`src/rtl/branch_resolve_bht.sv`:
```
// Branch resolution and flush controller with a 2-bit saturating-counter BHT.
// Fetch side: pred_taken is the MSB of the counter selected by fetch_pc.
// Execute side: a redirect is raised on a branch mispredict or any JAL/JALR.
// After a redirect, the FSM holds flush for SHADOW cycles, then hands the
// flush codes back to the hazard unit.
// Optional statistics counters are built when BHT_STATS_EN is defined.
module branch_resolve_bht #(
  parameter int ENTRIES = 16,
  parameter int IDX_W   = $clog2(ENTRIES),
  parameter int SHADOW  = 1
) (
  input  logic        clk,
  input  logic        rst_n,
  input  logic [31:0] fetch_pc,
  output logic        pred_taken,
  input  logic        ex_valid,
  input  logic [31:0] ex_inst,
  input  logic [31:0] ex_pc,
  input  logic        ex_pred,
  input  logic        ex_taken,
  input  logic [31:0] alu_target,
  input  logic        stall,
  input  logic [1:0]  flush_in,
  output logic        pc_sel,
  output logic [31:0] redirect_pc,
  output logic [1:0]  flush_if_id,
`ifdef BHT_STATS_EN
  output logic [1:0]  flush_id_ex,
  output logic [31:0] branch_cnt,
  output logic [31:0] mispred_cnt
`else
  output logic [1:0]  flush_id_ex
`endif
);

  localparam logic [6:0] OP_BRANCH = 7'b1100011;
  localparam logic [6:0] OP_JAL    = 7'b1101111;
  localparam logic [6:0] OP_JALR   = 7'b1100111;
  localparam bit         SH_EN     = (SHADOW > 0);
  localparam logic [2:0] SH_LOAD   = SH_EN ? 3'(SHADOW - 1) : 3'd0;

  typedef enum logic {S_IDLE, S_SHADOW} state_t;

  state_t           state_q, state_d;
  logic [2:0]       sh_cnt_q, sh_cnt_d;
  logic [1:0]       bht [ENTRIES];
  logic [IDX_W-1:0] fetch_idx, ex_idx;
  logic             is_br, is_jmp, idle, resolve, br_update, mispred, redir;

  assign fetch_idx = fetch_pc[IDX_W+1:2];
  assign ex_idx    = ex_pc[IDX_W+1:2];
  assign is_br     = (ex_inst[6:0] == OP_BRANCH);
  assign is_jmp    = (ex_inst[6:0] == OP_JAL) | (ex_inst[6:0] == OP_JALR);
  assign idle      = (state_q == S_IDLE);
  // In SHADOW the EX instruction is on the wrong path, so nothing resolves.
  assign resolve   = idle & ex_valid & ~stall;
  assign br_update = resolve & is_br;
  assign mispred   = ex_pred ^ ex_taken;
  assign redir     = resolve & ((is_br & mispred) | is_jmp);

  // Lookup reads the registered table only: a same-cycle update to the
  // same index is not bypassed.
  assign pred_taken  = bht[fetch_idx][1];
  assign redirect_pc = (is_jmp | ex_taken) ? alu_target : ex_pc + 32'd4;

  // Saturating counter update for resolved conditional branches.
  always_ff @(posedge clk or negedge rst_n) begin
    if (!rst_n) begin
      for (int i = 0; i < ENTRIES; i++) bht[i] <= 2'b01;
    end else if (br_update) begin
      if (ex_taken && bht[ex_idx] != 2'b11)       bht[ex_idx] <= bht[ex_idx] + 2'd1;
      else if (!ex_taken && bht[ex_idx] != 2'b00) bht[ex_idx] <= bht[ex_idx] - 2'd1;
    end
  end

  // FSM state and shadow down-counter.
  always_ff @(posedge clk or negedge rst_n) begin
    if (!rst_n) begin
      state_q  <= S_IDLE;
      sh_cnt_q <= 3'd0;
    end else begin
      state_q  <= state_d;
      sh_cnt_q <= sh_cnt_d;
    end
  end

  // Next state plus pc_sel / flush code selection.
  always_comb begin
    state_d     = state_q;
    sh_cnt_d    = sh_cnt_q;
    pc_sel      = 1'b1;
    flush_if_id = flush_in;
    flush_id_ex = flush_in;
    case (state_q)
      S_IDLE: begin
        if (redir) begin
          pc_sel      = 1'b0;
          flush_if_id = 2'b11;
          flush_id_ex = 2'b11;
          if (SH_EN) begin
            state_d  = S_SHADOW;
            sh_cnt_d = SH_LOAD;
          end
        end else if (stall) begin
          flush_if_id = 2'b11;
          flush_id_ex = 2'b10;
        end
      end
      S_SHADOW: begin
        flush_if_id = 2'b11;
        flush_id_ex = 2'b11;
        if (sh_cnt_q == 3'd0) state_d  = S_IDLE;
        else                  sh_cnt_d = sh_cnt_q - 3'd1;
      end
      default: state_d = S_IDLE;
    endcase
  end

`ifdef BHT_STATS_EN
  // Saturating statistics over BHT-updating branches.
  always_ff @(posedge clk or negedge rst_n) begin
    if (!rst_n) begin
      branch_cnt  <= 32'd0;
      mispred_cnt <= 32'd0;
    end else if (br_update) begin
      if (branch_cnt != 32'hFFFF_FFFF)             branch_cnt  <= branch_cnt + 32'd1;
      if (mispred && mispred_cnt != 32'hFFFF_FFFF) mispred_cnt <= mispred_cnt + 32'd1;
    end
  end
`endif

  // Address/instruction bits that carry no meaning for this block.
  logic unused_bits;
  assign unused_bits = ^{fetch_pc[31:IDX_W+2], fetch_pc[1:0], ex_inst[31:7]};

endmodule

```
`config.mk`:
```
export PLATFORM = sky130hd
export DESIGN_NAME = branch_resolve_bht
export DESIGN_NICKNAME = d
export VERILOG_FILES = /design/src/rtl/branch_resolve_bht.sv
export SDC_FILE = /design/constraint.sdc
export NUM_CORES = 1
export LEC_CHECK = 0
export ABC_AREA = 1
export ABC_CLOCK_PERIOD_IN_PS = 3800
export CORE_UTILIZATION = 24
export CTS_CLUSTER_SIZE = 8
export DETAILED_ROUTE_END_ITERATION = 16
export GPL_TIMING_DRIVEN = 0
export PLACE_DENSITY = 0.52
export SLEW_MARGIN = 20
export SYNTH_ARGS = -nofsm -noshare
export SYNTH_HDL_FRONTEND = slang
export SYNTH_SLANG_ARGS = --single-unit
```
`constraint.sdc`:
```
create_clock -name clk -period 3.8 [get_ports clk]
set_input_delay 0.38 -clock clk [delete_from_list [all_inputs] [get_ports clk]]
set_output_delay 0.38 -clock clk [all_outputs]
set_load 0.05 [all_outputs]
```
==> parameters.txt <==
Parameter                              Value

Detailed routing
  Avg Vias per Cell ... 4.319
  Total number of vias ... 4427
  Final wirelength ... 13.46 mm
  Residual antenna-violating net count after detailed routing ... 0
  Detailed router's first-iteration violation count ... 170
  Total DRC errors in the routed layout ... 0
  Number of detailed-routing iterations run before antenna repair ... 5
  WL per Instance ... 13.13 um

Placement
  IO Port Bufs ... 119
  Estimated wirelength of the detail-placed design ... 10.81 mm
  Final Wtd Congestion ... 0.8617

Yosys
  Yosys Warn Count ... 0
  Total nets after synthesis ... 826
  Most used standard cell by instance count after synthesis ... sky130_fd_sc_hd__nand2_1
  Synthesized area per cell ... 5.718 sq um
  Fraction of the yosys area taken by sequential cells ... 0.2361
  Synth top cells by count ... sky130_fd_sc_hd__nand2_1 (280), sky130_fd_sc_hd__inv_1 (85), sky130_fd_sc_hd__nor2_1 (69), sky130_fd_sc_hd__nand3_1 (55), sky130_fd_sc_hd__o21ai_0 (45)
  Count of unique library cells instantiated by Yosys ... 31
  Number of flops mapped to enable cells by yosys ... 0
  Dominant register cell in the synthesized netlist ... sky130_fd_sc_hd__dfrtp_1
  Gate count after technology mapping ... 682
  Share of the synthesized area in the top cell type ... 0.2695
  Cell Area, Synth ... 3900 sq um
  Proportion of register bits with asynchronous set or reset after synthesis ... 1.000
  Synthesized flop and latch total ... 36
  Biggest area consumer among synthesized cells ... sky130_fd_sc_hd__nand2_1
  Top cells by area, synth ... sky130_fd_sc_hd__nand2_1 (27%), sky130_fd_sc_hd__dfrtp_1 (13%), sky130_fd_sc_hd__dfstp_2 (11%)

Critical path
  Largest fanout on the critical path ... 11
  Cells along the critical path ... clkdlybuf4s50_1 > buf_6 > inv_6 > buf_6 > nand2_1 > nand3_1 > nand2_1 > nand2_1 > nand2_1 > nor2_4 > buf_6 > inv_1 > ha_1 > nor2_8 > inv_2 > o21ai_2 > nand3_4 > clkbuf_2 > o21ai_0 > nand2_1
  Start-to-end type of the worst setup path ... primary input to register
  Startpoint type of the worst setup path ... primary input
  Cell with the largest stage delay on the worst path ... sky130_fd_sc_hd__clkdlybuf4s50_1
  Maximum cell stage delay along the critical path ... 0.47 ns
  Sort of element at the end of the critical path ... register
  Required arrival time at the worst endpoint ... 4.01 ns
  Library cell appearing most often on the critical path ... sky130_fd_sc_hd__nand2_1
  Arrival time of the worst setup path ... 3.56 ns

Clock tree
  Count of hold-fix buffers inserted at cts ... 0
  Root buf cell ... sky130_fd_sc_hd__clkbuf_16
  Clock buffers created by TritonCTS ... 5
  Setup Buffers After CTS ... 0
  Clock edge transition at the registers on the reported setup and hold paths ... 0.06 ns
  H-tree depth ... 2
  Total clock sinks ... 36
  TritonCTS clock tree ... yes
  Clock latency of the later-clocked register in the worst-skew pair ... 0.29 ns
  Cells resized by post-CTS repair ... 0
  Deepest clock path buffer count ... 2

Floorplanning
  Placeable core region ... 15890 sq um
  Effective utilization at floorplan ... 0.2455
  Standard-cell row count ... 46
  Die W ... 129.5 um
  IO Count ... 174
  Die Area ... 16760 sq um
  Die height ... 129.5 um

Timing
  Hold violation total from the final report ... 0
  Max frequency ... 299.1 MHz
  Fin Clk Skew ... 0.006063 ns
  Fin crit share ... 0.8799
  Rel. slew slack ... 0.6304
  Worst hold slack across all endpoints ... 0.02158 ns
  Setup-violating endpoint count in the final report ... 0
  Tmin final ... 3.344 ns
  Sum of negative setup slack ... 0 ns
  Slew of the pin with the lowest slew margin ... 0.5543 ns
  Max-slew violations ... 0
  RSZ-0062 raised after global routing ... false

Power
  IR drop worst, VDD ... 140.9 uV
  P per Cell Area ... 233.8 nW/um^2
  Static leakage ... 2.554 nW

GRT
  Most Crowded Layer GR ... met2
  Number of global-route vias before repair ... 4414
  GR Layer Usage met3 ... 0.03097
  Antenna violations before repair ... 0
  Overall global routing resource usage ... 0.1706
  Met2 Use GR ... 0.2989
  Global Route met1 Usage ... 0.2175
  Sum of overflow across all layers after global routing ... 0
  First-pass GRT wire length ... 22.09 mm
  Pin count of the biggest net entering global routing ... 23

Finish
  Area overhead of the layout relative to synthesis ... 41.48%
  Total number of nets in the final design ... 953
  Count of antenna diodes in the layout ... 0
  Layout cells sized above 1 ... 0.07664

Status
  Result of the run ... complete, no violations

Job
  Number of maximum-capacitance violations ... 0

Worst hold path
  Hold Crit Class ... primary input to async pin
[critical path: cells and delay by family]
family,cells,cell delay (ns)
fa+ha+maj,1,0.25
compound gates,2,0.30
buf+inv,8,1.59
simple gates,9,1.01
[cell families after synthesis]
kind of cell               share of synthesized area
AOI/OAI and AO/OA                            0.08823
xor gates and xnor gates                     0.03369
buffers and inverters                         0.1219
DFF                                           0.2361
adders and majority gates                    0.02567
and+or+nand+nor                               0.4944
[final cells by class]
cell class / instances / area, sq um
Sequential cell: 36 / 920.9
Buffer: 21 / 128.9
Timing Repair Buffer: 120 / 1214
Tap cell: 216 / 270.3
Clock inverter: 1 / 5.005
Multi-Input combinational cell: 534 / 2504
Fill cell: 1841 / 10370
Inverter: 91 / 346.6
Clock buffer: 6 / 128.9
[path summary, 6_finish.rpt]
check                      startpoint         to  slack (ns)  cells after the start
setup / recovery             ex_pc[2]   register        0.46                     20
hold / removal                  rst_n     bht[3]        0.02                      1
setup reg to reg             register    bht[17]        1.01                     16
hold reg to reg              register   register        0.47                      2
max in group asynchronous       rst_n  async pin        3.25                      2
min in group clk             register   register        0.47                      2
[power breakdown]
part | leakage [nW] | switching (W) | total (W) | internal [W]
Sequential | 0.387 | 0.000000579 | 0.000387 | 0.000386
Clock | 0.0667 | 0.000158 | 0.000396 | 0.000238
Combinational | 2.10 | 0.000317 | 0.000508 | 0.000191
Total | 2.55 | 0.000475 | 0.00129 | 0.000815
[cell usage in the layout (no fill, tap or decap), types with 2 or more instances in the layout]
master / netlist / routed
sky130_fd_sc_hd__clkbuf_16: 0 / 5
sky130_fd_sc_hd__nand3b_1: 10 / 10
sky130_fd_sc_hd__buf_6: 5 / 5
sky130_fd_sc_hd__o21ai_1: 4 / 4
sky130_fd_sc_hd__xor2_1: 13 / 13
sky130_fd_sc_hd__dfrtp_1: 20 / 20
sky130_fd_sc_hd__nor2_1: 69 / 69
sky130_fd_sc_hd__nor3_1: 8 / 8
sky130_fd_sc_hd__o211ai_1: 4 / 4
sky130_fd_sc_hd__nand2_2: 4 / 4
sky130_fd_sc_hd__ha_1: 8 / 8
sky130_fd_sc_hd__nand3_1: 55 / 55
sky130_fd_sc_hd__dfstp_2: 16 / 16
sky130_fd_sc_hd__nor2_4: 11 / 11
sky130_fd_sc_hd__buf_4: 3 / 3
sky130_fd_sc_hd__inv_1: 85 / 85
sky130_fd_sc_hd__o21ai_0: 45 / 45
sky130_fd_sc_hd__clkdlybuf4s50_1: 0 / 118
sky130_fd_sc_hd__nor2_2: 2 / 2
sky130_fd_sc_hd__clkbuf_1: 11 / 12
sky130_fd_sc_hd__inv_2: 5 / 5
sky130_fd_sc_hd__xnor2_1: 2 / 2
sky130_fd_sc_hd__nand2_1: 280 / 280
sky130_fd_sc_hd__or2_2: 2 / 2
sky130_fd_sc_hd__a21oi_1: 12 / 12
[per-stage QoR]
step / instances / utilization / power, W / setup WS, ns / area (sq um)
after floorplan: 682 / - / 0.0006738 / 1.254 / 3900
after global placement: 1017 / 0.3375 / 0.0009018 / 0.1102 / 5361
after detailed placement: 1018 / 0.3389 / 0.0009029 / 0.1152 / 5384
after CTS: 1025 / 0.3474 / 0.001307 / 0.4066 / 5518
after global routing: 1025 / 0.3474 / 0.001356 / 0.1719 / 5518
final: 1025 / 0.3474 / 0.001290 / 0.4564 / 5518
[routing by layer]
metal | wire [um] | vias to the layer above
met1 | 6171 | 1940
met4 | 170 | 0
met5 | 0 | -
li1 | - | 2356
met2 | 6395 | 119
met3 | 725 | 12
Power figures use the tool's default switching activity.
